<file path="src/rtl/mul_div_sequencer.sv">
// Iterative RV32M multiply/divide: one shift-add or restoring-divide step per cycle.
// Latency XLEN+1 edges (2 edges for divide-by-zero/overflow); stall holds the pipeline, flush aborts.
module mul_div_sequencer #(
  parameter int XLEN = 32
) (
  input  logic            clk,
  input  logic            reset,
  input  logic            start,
  input  logic [2:0]      funct3,
  input  logic [XLEN-1:0] op_a,
  input  logic [XLEN-1:0] op_b,
  input  logic            flush,
  output logic [XLEN-1:0] result,
  output logic            done,
  output logic            busy,
  output logic            stall
);

  localparam logic [1:0] IDLE = 2'd0;
  localparam logic [1:0] CALC = 2'd1;
  localparam logic [1:0] FIN  = 2'd2;
  localparam int CW = $clog2(XLEN);

  logic [1:0]        state;
  logic [CW-1:0]     cnt;
  logic [2:0]        f3_q;
  logic [XLEN-1:0]   opnd;
  logic [2*XLEN-1:0] acc;
  logic              neg_q;
  logic              spec_q;

  // operand decode at acceptance
  logic            is_div, a_sgn, b_sgn, neg, div0, ovf;
  logic [XLEN-1:0] a_abs, b_abs, spec_val;

  always_comb begin
    is_div   = funct3[2];
    a_sgn    = op_a[XLEN-1] & (is_div ? ~funct3[0] : (funct3[1:0] != 2'b11));
    b_sgn    = op_b[XLEN-1] & (is_div ? ~funct3[0] : ~funct3[1]);
    a_abs    = a_sgn ? -op_a : op_a;
    b_abs    = b_sgn ? -op_b : op_b;
    neg      = (is_div && funct3[1]) ? a_sgn : (a_sgn ^ b_sgn);
    div0     = is_div && (op_b == '0);
    ovf      = is_div && !funct3[0] && (op_a == {1'b1, {(XLEN-1){1'b0}}}) && (op_b == '1);
    spec_val = '0;
    if (div0)
      spec_val = funct3[1] ? op_a : '1;
    else if (ovf)
      spec_val = funct3[1] ? '0 : op_a;
  end

  // one iteration step; acc holds {hi/remainder, lo/multiplier-or-quotient}
  logic [XLEN:0]     mul_sum, shifted, diff;
  logic              qbit;
  logic [2*XLEN-1:0] mul_next, div_next;

  always_comb begin
    mul_sum  = {1'b0, acc[2*XLEN-1:XLEN]} + (acc[0] ? {1'b0, opnd} : '0);
    mul_next = {mul_sum, acc[XLEN-1:1]};
    shifted  = {acc[2*XLEN-1:XLEN], acc[XLEN-1]};
    diff     = shifted - {1'b0, opnd};
    qbit     = ~diff[XLEN];
    div_next = {(qbit ? diff[XLEN-1:0] : shifted[XLEN-1:0]), acc[XLEN-2:0], qbit};
  end

  // sign correction and result select
  logic [2*XLEN-1:0] prod_fix;
  logic [XLEN-1:0]   quo_fix, rem_fix, fin_val;

  always_comb begin
    prod_fix = neg_q ? -acc : acc;
    quo_fix  = neg_q ? -acc[XLEN-1:0] : acc[XLEN-1:0];
    rem_fix  = neg_q ? -acc[2*XLEN-1:XLEN] : acc[2*XLEN-1:XLEN];
    if (spec_q)
      fin_val = acc[XLEN-1:0];
    else if (f3_q[2])
      fin_val = f3_q[1] ? rem_fix : quo_fix;
    else
      fin_val = (f3_q[1:0] == 2'b00) ? prod_fix[XLEN-1:0] : prod_fix[2*XLEN-1:XLEN];
  end

  always_ff @(posedge clk or posedge reset) begin
    if (reset) begin
      state  <= IDLE;
      cnt    <= '0;
      f3_q   <= '0;
      opnd   <= '0;
      acc    <= '0;
      neg_q  <= 1'b0;
      spec_q <= 1'b0;
      result <= '0;
      done   <= 1'b0;
    end else begin
      done <= 1'b0;
      if (flush) begin
        state <= IDLE;
      end else begin
        case (state)
          IDLE: if (start) begin
            f3_q   <= funct3;
            cnt    <= '0;
            neg_q  <= neg;
            opnd   <= b_abs;
            spec_q <= div0 | ovf;
            acc    <= (div0 | ovf) ? {{XLEN{1'b0}}, spec_val} : {{XLEN{1'b0}}, a_abs};
            state  <= CALC;
          end
          // special cases spend a single cycle here without iterating
          CALC: begin
            if (spec_q) begin
              state <= FIN;
            end else begin
              acc <= f3_q[2] ? div_next : mul_next;
              cnt <= cnt + CW'(1);
              if (cnt == CW'(XLEN-1))
                state <= FIN;
            end
          end
          FIN: begin
            result <= fin_val;
            done   <= 1'b1;
            state  <= IDLE;
          end
          default: state <= IDLE;
        endcase
      end
    end
  end

  assign busy  = (state != IDLE);
  assign stall = ((state == IDLE) && start && !flush) || (state == CALC);

endmodule
</file>
<file path="config.mk">
export PLATFORM = sky130hd
export DESIGN_NAME = mul_div_sequencer
export DESIGN_NICKNAME = d
export VERILOG_FILES = /design/src/rtl/mul_div_sequencer.sv
export SDC_FILE = /design/constraint.sdc
export NUM_CORES = 1
export LEC_CHECK = 0
export ABC_CLOCK_PERIOD_IN_PS = 3720
export BUFFER_PORTS_ARGS = -buffer_cell sky130_fd_sc_hd__buf_2
export CAP_MARGIN = 20
export CORE_ASPECT_RATIO = 0.8
export CORE_UTILIZATION = 50
export CTS_BUF_LIST = sky130_fd_sc_hd__clkbuf_4 sky130_fd_sc_hd__clkbuf_8
export CTS_CLUSTER_SIZE = 24
export DETAILED_ROUTE_END_ITERATION = 7
export PLACE_DENSITY = 0.72
export SYNTH_ARGS = -nofsm -noshare
export SYNTH_HDL_FRONTEND = slang
export SYNTH_SLANG_ARGS = --single-unit
export TNS_END_PERCENT = 5
</file>
<file path="constraint.sdc">
create_clock -name clk -period 3.72 [get_ports clk]
set_input_delay 0.186 -clock clk [delete_from_list [all_inputs] [get_ports clk]]
set_output_delay 0.186 -clock clk [all_outputs]
set_load 0.02 [all_outputs]
</file>
==> flow_summary_export.csv, run 1 <==
group,metric,value,unit
outcome,status,"complete, but fails checks",
pwr,internal-power,5.665,mW
placed_design,place_inst,2435,
cts,clk_pin_slew,0.10,ns
cells_and_area,fin_util,58.03,%
synth,synth_top_area_share,24.34,%
cts,cts_htree_levels,4,
routing,drc_errors,2,
global_routing,grt.total_usage,38.05,%
global_routing,grt_pass1_wl,87.08,mm
routing,vias_per_cell,6.559,
synth,netlist_instances,1976,
synth,seq_area_frac_synth,24.34,%
cts,clock_path_buffers,2,
routing,drtAntennaViolNets,0,
setup_path,critPathKind,"register to register",
floorplanning,dieArea,29680,um^2
floorplanning,start_util,51.01,%
synth,synth_edf_count,0,
placed_design,preCtsSetupSlack,0.1115,ns
synth,synthDistinctLibCells,75,
pwr,power_switching,6.166,mW
timing,setup_viol,0,
timing,max_freq,275.7,MHz
synth,syn_area,14500,um^2
pwr,p_seq_share,20.1,%
placed_design,io_buffers,105,
cells_and_area,seqCellArea,3531,um^2
cts,cts_tree,"built",
cts,clock_latency,0.49,ns
floorplanning,core_area,28420,um^2
setup_path,cp-start-kind,"register",
synth,ys_warn_count,0,
pwr,p_per_area,717.4,nW/um^2
synth,ys.flop_type,"dfrtp_1",
job,maxCapViolCount,0,
routing,drt_wl_total,55.66,mm
pwr,p_leak,7.372,nW
cts,cts.sinks,141,
min_path,hold_path.class,"input pin to register",
timing,worst_pin_slew,1.134,ns
synth,syn_area_per_cell,7.337,um^2
synth,synthTopCellsByCount,"o21ai_0, nand2_1, a21oi_1",
pwr,power_frac_clock,11.7,%
timing,finalSetupTns,0,ns
placed_design,place_hpwl,42.72,mm
setup_path,arrival,4.01,ns
cells_and_area,nets,2233,
cells_and_area,drive_gt1_share,14.80,%
timing,final_max_slew_viol_count,0,
synth,yosys-top-cells-area,"dfrtp_1, o21ai_0, a21oi_1",
pwr,swShare,52.12,%
cts,clock_tree.root_cell,"clkbuf_8",
synth,synth_nets,2120,
timing,hold_violations,0,
synth,synth-seq-cells,141,
outcome,violations,"DRC",
floorplanning,die_w,192.4,um
cts,cts_inserted_buffers,17,
synth,async_flop_share,100.0,%
timing,relSlewSlack,24.14,%
routing,first_pass_iters,8,
timing,period_needed,3.627,ns
routing,vias,16210,
setup_path,crit_required,4.10,ns
global_routing,grt_max_degree,89,
pwr,power,11.83,mW
timing,fin_worst_skew,0.01564,ns
setup_path,end_kind,"register",
global_routing,grt-ovfl-total,0,
cells_and_area,stdcell_count,2471,
timing,setup_slack,0.09319,ns
floorplanning,rows,55,
global_routing,grt_pass1_vias,14870,
placed_design,place_congestion,1.004,
timing,rsz0062_at_grt,"true",
cells_and_area,area_delta_synth_final,13.76,%
cells_and_area,multi_input_area,10200,um^2
global_routing,antenna_found_initial,0,
floorplanning,ioPinCount,106,
timing,fin_crit_sh,97.49,%
cells_and_area,fillers,2761,
routing,initialDrtViolationCount,2158,
setup_path,worstPathMaxFanout,7,
floorplanning,die_h,154.3,um
pwr,peakVddDrop,613.2,uV
synth,yosysTopAreaCell,"dfrtp_1",
routing,avgRoutedWirePerCell,22.52,um
pwr,power_frac_comb,68.3,%
synth,synth.most_common_cell,"o21ai_0",
cells_and_area,insertedDiodeCount,0,
==> cell usage in the layout, fill, tap and decap left out, drive strengths merged, types with 31 or more instances in the layout <==
cell	n
inv	80
xnor2	78
nand2	198
buf	234
nand3	45
nor2	173
dfrtp	141
a21o	31
o21ai	232
a21oi	179
ha	71
nor3	59
xor2	66
mux2i	39
==> power groups by stage <==
stage                     clock (mW)  combinational (mW)  sequential, mW
after floorplan                    0                5.18            2.22
after global placement             0                7.69            2.36
after detailed placement           0                7.69            2.37
after CTS                       1.40                7.75            2.34
after global routing            1.46                8.74            2.41
final                           1.38                8.07            2.37
==> per-layer routing <==
metal | vias to the layer above | global-route usage, % | share of wire [%]
met5 | - | 0 | 0
met4 | 0 | 9.149 | 2.3
met3 | 108 | 11.05 | 13
met2 | 1016 | 50.74 | 39
met1 | 7658 | 58.68 | 46
li1 | 7425 | - | -
==> area by class of cell <==
type	count	area share [%]
well taps	370	2.807
repair buffers	239	9.764
clock inverters	12	0.9028
flip-flops and latches	141	21.41
clock buffers	19	1.586
multi-input cells	1616	61.82
inverters	74	1.707
==> flip-flops by register name, indices dropped and copies added, names as in the netlist <==
| register | cells |
|---|---|
| f3_q | 3 |
| spec_q | 1 |
| cnt | 5 |
| opnd | 32 |
| result | 32 |
| neg_q | 1 |
| state | 2 |
| acc | 64 |
| done | 1 |
==> through the flow <==
stage | hold slack [ns] | instance area, um^2
2_1_floorplan | 0.2594 | 14500
3_3_place_gp | 0.4500 | 15950
3_5_place_dp | 0.1478 | 15970
4_1_cts | 0.0006780 | 16430
5_1_grt | 0.02108 | 16490
6_report | 0.02629 | 16490
==> worst max-delay path, stage by stage (launching register included) <==
cell and delay [ns]:
dfrtp_1 0.39, buf_4 0.17, inv_1 0.20, fa_1 0.26, nor2b_2 0.08, o2111ai_1 0.41
a31oi_1 0.21, or2_2 0.38, o211ai_1 0.46, a211oi_1 0.17, or3_1 0.34, nand3b_1 0.09
a21oi_1 0.07, a221o_1 0.28
==> final timing paths <==
| path | from | end | slack, ns | cells after the start |
|---|---|---|---|---|
| setup / recovery | acc[32] | acc[58] | 0.09 | 13 |
| hold / removal | op_b[1] | opnd[1] | 0.03 | 3 |
| setup reg to reg | acc[32] | acc[58] | 0.09 | 13 |
| hold reg to reg | result[2] | result[2] | 0.48 | 2 |
| max in group asynchronous | reset | acc[18] | 2.95 | 4 |
| min in group asynchronous | reset | acc[39] | 0.18 | 3 |
==> cells by family (layout without fill, tap and decap cells) <==
logic type               after synthesis  count (layout)  share of synthesized area [%]
buffers and inverters                219             344                          5.843
adder cells (fa/ha/maj)               73              73                          6.404
AND/OR/NAND/NOR                      677             677                          22.64
AO/OA/AOI/OAI                        679             679                          29.00
XOR/XNOR                             144             144                          8.699
multiplexers                          43              43                          3.081
flip-flops                           141             141                          24.34
==> what timing repair did <==
item                                    in CTS  in global routing
endpoints found under the setup margin       0                 40
endpoints found under the hold margin      145                  0
setup buffers                                0                  0
resized for setup                            0                 20
hold buffers                                 5                  0
(Power assumes the default switching activity.)
==> run 2, diff against run 1 <==
CELL_PAD_IN_SITES_DETAIL_PLACEMENT = 0   (was not set)
CELL_PAD_IN_SITES_GLOBAL_PLACEMENT = 1   (was not set)
CORE_UTILIZATION = 42   (was 50)
PLACE_DENSITY = 0.8   (was 0.72)
==> flow_summary_export.csv, run 2 (same netlist as run 1, synthesis figures left out) <==
group,metric,value,unit
outcome,status,"finished, final reports clean",
pwr,power_frac_comb,69.3,%
routing,drtAntennaViolNets,0,
cts,cts.sinks,141,
routing,vias_per_cell,6.284,
cells_and_area,fin_util,49.98,%
floorplanning,start_util,42.91,%
timing,finalSetupTns,0,ns
placed_design,postPlaceCellArea,16250,um^2
setup_path,end_kind,"register",
cells_and_area,reg_top3,"acc x64, opnd x32, result x32",
pwr,peakVddDrop,346.7,uV
global_routing,grt.total_usage,32.39,%
setup_path,r2r-end,"acc[61]",
floorplanning,die_w,209.7,um
floorplanning,ioPinCount,106,
min_path,whs_endpoint,"opnd[31]",
setup_path,crit_required,4.15,ns
timing,setup_slack,0.07075,ns
setup_path,critPathKind,"register to register",
placed_design,place_hpwl,44.28,mm
floorplanning,dieArea,35270,um^2
timing,holdWs,0.01868,ns
timing,max_freq,274.0,MHz
timing,worst_pin_slew,1.057,ns
job,maxCapViolCount,0,
cells_and_area,area_delta_synth_final,16.46,%
cells_and_area,stdcell_count,2569,
setup_path,reg2reg_from,"acc[0]",
cells_and_area,drive_gt1_share,16.53,%
global_routing,grt_max_degree,63,
min_path,holdPathStages,3,
cts,clk_pin_slew,0.09,ns
timing,final_max_slew_viol_count,0,
routing,avgRoutedWirePerCell,22.46,um
cells_and_area,insertedDiodeCount,0,
global_routing,grt-ovfl-total,0,
cts,cts_tree,"built",
setup_path,cp_slowest_cell,"a2111oi_0",
pwr,swShare,51.46,%
min_path,hold_start,"op_b[31]",
cts,cts_inserted_buffers,17,
setup_path,reg2reg_setup_slack,0.07,ns
setup_path,cp_cell_sequence,"inv_1 -> buf_6 -> buf_4 -> nor2_1 -> ha_1 -> a21o_1 -> a21o_1 -> a21oi_1 -> a31oi_2 -> a221o_1 -> a311o_1 -> buf_4 -> a2111oi_0 -> a211o_1 -> a311o_1",
pwr,p_leak,7.557,nW
cells_and_area,largest_reg_flops,64,
floorplanning,rows,60,
pwr,power_frac_clock,12.0,%
timing,setup_viol,0,
floorplanning,core_area,33780,um^2
global_routing,grt_pass1_vias,14620,
cts,clock_tree.root_cell,"clkbuf_8",
cells_and_area,final_common_cell,"o21ai_0",
cells_and_area,stdcell_area,16880,um^2
routing,drt_wl_total,57.70,mm
pwr,power,12.15,mW
pwr,p_seq_share,18.7,%
placed_design,io_buffers,105,
global_routing,grt_pass1_wl,88.11,mm
cells_and_area,fillers,3386,
cells_and_area,regMostFlops,"acc",
routing,drc_errors,0,
cts,cts_htree_levels,4,
setup_path,slowest_delay,0.55,ns
pwr,p_per_area,719.6,nW/um^2
pwr,power_switching,6.252,mW
cts,clock_latency,0.50,ns
cells_and_area,layout_common_cells,"o21ai_0, nand2_1, a21oi_1, nor2_1, buf_4",
timing,fin_worst_skew,0.02527,ns
routing,vias,16140,
global_routing,antenna_found_initial,0,
routing,first_pass_iters,6,
routing,initialDrtViolationCount,1745,
setup_path,arrival,4.08,ns
setup_path,reg2reg_depth,15,
timing,relSlewSlack,29.39,%
timing,fin_crit_sh,98.10,%
timing,hold_violations,0,
timing,rsz0062_at_grt,"true",
timing,period_needed,3.649,ns
floorplanning,die_h,168.2,um
min_path,hold_path.class,"input pin to register",
placed_design,place_congestion,1.016,
setup_path,worstPathMaxFanout,13,
setup_path,cp-start-kind,"register",
pwr,internal-power,5.896,mW
placed_design,place_inst,2528,
cells_and_area,nets,2267,
placed_design,preCtsSetupSlack,-0.1900,ns
cts,clock_path_buffers,2,
[run 2: changes by cell type in the layout (fill, tap and decap cells not counted), sizes merged]
cell	change
clkinv	+1
dlygate4sd3	-1
buf	+35
inv	-1
clkbuf	-1
bufinv	+1
[run 2: repair_timing]
action                                  CTS  global route
pin swaps                                 1             5
hold endpoints to repair                 39             0
setup buffers                             0             5
hold buffers                              4             0
gates resized for setup                   4            28
gates cloned                              0             0
endpoints found under the setup margin    7            41
[run 2: worst max-delay path: cells and delay by family, from the launching register on]
| family | cells | cell delay, ns |
|---|---|---|
| adders and majority gates | 1 | 0.20 |
| and+or+nand+nor | 1 | 0.04 |
| buffers and inverters | 4 | 0.54 |
| AOI/OAI and AO/OA | 9 | 2.39 |
| DFF | 1 | 0.41 |
[run 2: worst max-delay path by stage]
stage | start | to | slack (ns) | cells past startpoint
CTS | acc[0] | acc[61] | 0.03 | 15
finish | acc[0] | acc[61] | 0.07 | 15
global route | acc[0] | acc[61] | -0.05 | 16
detailed placement | acc[16] | result[4] | -0.19 | 10
floorplan | acc[0] | acc[61] | 0.12 | 13
global placement | acc[16] | result[4] | -0.02 | 10
[run 2: final cells by class]
cell class,instances,area (um^2),area share [%]
clock inverter,13,177.7,1.052
timing repair buffer,273,1849,10.95
multi-input combinational,1616,10250,60.73
inverter,74,281.5,1.667
clock buffer,18,247.7,1.467
sequential,141,3531,20.91
tap,434,543.0,3.216
[run 2: layer usage]
metal	track usage, %	vias to the layer above	routed length [um]
met1	50.58	7743	28110
met2	44.46	815	22660
met5	0	-	0
met4	7.299	0	1227
met3	6.864	79	5697
li1	-	7507	-
[run 2: power groups by stage]
stage / Clock [mW] / Sequential, mW / Combinational [mW]
after CTS: 1.47 / 2.25 / 8.07
final: 1.45 / 2.28 / 8.42
after detailed placement: 0 / 2.28 / 8.01
after global routing: 1.53 / 2.32 / 9.06
after floorplan: 0 / 2.22 / 5.18
after global placement: 0 / 2.27 / 7.98
==> run 3, diff against run 2 <==
CORE_UTILIZATION = 30   (was 42)
PLACE_DENSITY = 0.61   (was 0.8)
==> flow_summary_export.csv, run 3 (same netlist as run 1, synthesis figures left out) <==
group,metric,value,unit
min_path,whs_endpoint,"opnd[0]",
cts,cts_tree,"built",
setup_path,arrival,4.03,ns
routing,vias_per_cell,5.800,
cells_and_area,insertedDiodeCount,0,
timing,hold_violations,0,
routing,drt_wl_total,62.61,mm
pwr,peakVddDrop,297.8,uV
timing,setup_slack,0.1224,ns
setup_path,cp-start-kind,"register",
floorplanning,rows,71,
global_routing,grt.total_usage,25.45,%
setup_path,reg2reg_from,"acc[2]",
pwr,power_switching,6.433,mW
timing,fin_worst_skew,0.02389,ns
outcome,status,"complete, but fails checks",
pwr,p_seq_share,18.2,%
cts,clock_path_buffers,2,
routing,vias,16110,
floorplanning,die_h,198.6,um
placed_design,io_buffers,105,
routing,drt-met1-wl,31.48,mm
min_path,hold_path.class,"input pin to register",
pwr,internal-power,5.806,mW
placed_design,place_congestion,0.9519,
timing,finalSetupTns,0,ns
global_routing,grt_max_degree,142,
timing,final_max_slew_viol_count,0,
timing,relSlewSlack,36.01,%
timing,fin_crit_sh,96.71,%
routing,drtAntennaViolNets,0,
cells_and_area,final_common_cell,"o21ai_0",
setup_path,reg2reg_setup_slack,0.12,ns
pwr,p_per_area,707.5,nW/um^2
global_routing,antenna_found_initial,1,
setup_path,critPathKind,"register to register",
cells_and_area,nets,2289,
floorplanning,dieArea,49210,um^2
routing,avgRoutedWirePerCell,22.54,um
global_routing,grt_pass1_wl,94.30,mm
cts,clock_tree.root_cell,"clkbuf_8",
pwr,power,12.24,mW
floorplanning,core_area,47350,um^2
min_path,hold_start,"op_b[0]",
setup_path,r2r-end,"result[27]",
floorplanning,start_util,30.62,%
setup_path,worstPathMaxFanout,6,
min_path,holdPathStages,3,
setup_path,crit_required,4.15,ns
placed_design,preCtsSetupSlack,0.02859,ns
timing,rsz0062_at_grt,"true",
routing,highest_layer,"met4",
cells_and_area,drive_gt1_share,16.40,%
global_routing,grt_pass1_vias,15010,
pwr,power_frac_clock,11.2,%
routing,drc_errors,2,
cells_and_area,multi_input_area,10210,um^2
cts,clk_pin_slew,0.12,ns
cts,cts_inserted_buffers,17,
timing,worst_pin_slew,0.9526,ns
cells_and_area,fin_util,36.54,%
cells_and_area,fillers,5039,
pwr,p_leak,7.635,nW
cells_and_area,reg_top3,"acc x64, opnd x32, result x32",
routing,first_pass_iters,8,
timing,period_needed,3.598,ns
cts,cts_htree_levels,4,
setup_path,crit_start,"acc[2]",
outcome,violations,"DRC",
cts,clock_latency,0.54,ns
setup_path,reg2reg_depth,10,
timing,setup_viol,0,
job,maxCapViolCount,0,
cts,cts.sinks,141,
cells_and_area,seqCellArea,3531,um^2
routing,dr_wl_met3,5.157,mm
routing,initialDrtViolationCount,1705,
cells_and_area,area_delta_synth_final,19.32,%
cells_and_area,largest_reg_flops,64,
cells_and_area,layout_common_cells,"o21ai_0, nand2_1, a21oi_1, nor2_1, buf_4",
pwr,power_frac_comb,70.6,%
global_routing,grt-ovfl-total,0,
cells_and_area,regMostFlops,"acc",
floorplanning,die_w,247.8,um
placed_design,place_hpwl,48.20,mm
timing,max_freq,278.0,MHz
routing,met2_length,25.19,mm
setup_path,end_kind,"register",
floorplanning,ioPinCount,106,
pwr,swShare,52.56,%
run 3: cell types whose count changed in the layout (fill, tap and decap cells not counted), sizes merged:
cell	previous run	this run
buf	269	271
inv	79	78
bufinv	3	0
dlygate4sd3	4	24
clkinv	3	9
clkbuf	18	17
run 3: how the worst max path moves through the flow:
stage	endpoint	slack, ns	cells past startpoint
after global routing	result[4]	-0.004	15
after CTS	acc[61]	0.03	13
final	result[27]	0.12	10
after floorplan	acc[61]	0.12	13
after detailed placement	acc[61]	0.03	14
after global placement	acc[61]	0.10	13
run 3: cell type report:
type,instances,area share (%)
Tap cell,620,4.484
Multi-Input combinational cell,1616,59.04
Inverter,74,1.627
Clock buffer,17,1.353
Timing Repair Buffer,295,11.94
Clock inverter,15,1.143
Sequential cell,141,20.41
run 3: metal layers:
layer,global-route usage (%),vias to the layer above
met3,4.830,48
li1,-,7558
met2,35.64,675
met4,4.931,0
met1,39.56,7831
met5,0,-
run 3: critical path, cell delays in order (launching register included):
cell and delay (ns):
dfrtp_1 0.40, or4_4 0.55, or4_4 0.51, or3_1 0.43, buf_4 0.20, or3_1 0.43, o41ai_2 0.25, xor2_1 0.26
o221ai_1 0.14, a21oi_1 0.23, nor2_1 0.09
run 3: power groups by stage:
| stage | Combinational (mW) | Sequential (mW) | Clock, mW |
|---|---|---|---|
| 6_report | 8.64 | 2.23 | 1.37 |
| 2_1_floorplan | 5.18 | 2.22 | 0 |
| 3_3_place_gp | 8.33 | 2.24 | 0 |
| 5_1_grt | 9.32 | 2.27 | 1.46 |
| 4_1_cts | 8.38 | 2.22 | 1.40 |
| 3_5_place_dp | 8.32 | 2.25 | 0 |
run 3: per-stage QoR:
stage	hold WS [ns]	instances	area, um^2
finish	0.02465	2778	17300
global route	0.02271	2778	17300
CTS	0.0008704	2777	17220
detailed placement	0.4673	2721	16540
global placement	0.4630	2721	16540
floorplan	0.2594	1976	14500
run 3: repair_timing:
item	CTS	global route
gates resized for setup	2	19
hold endpoints to repair	164	0
hold buffers	24	0
buffers inserted	0	1
endpoints found under the setup margin	2	35
pin swaps	0	1
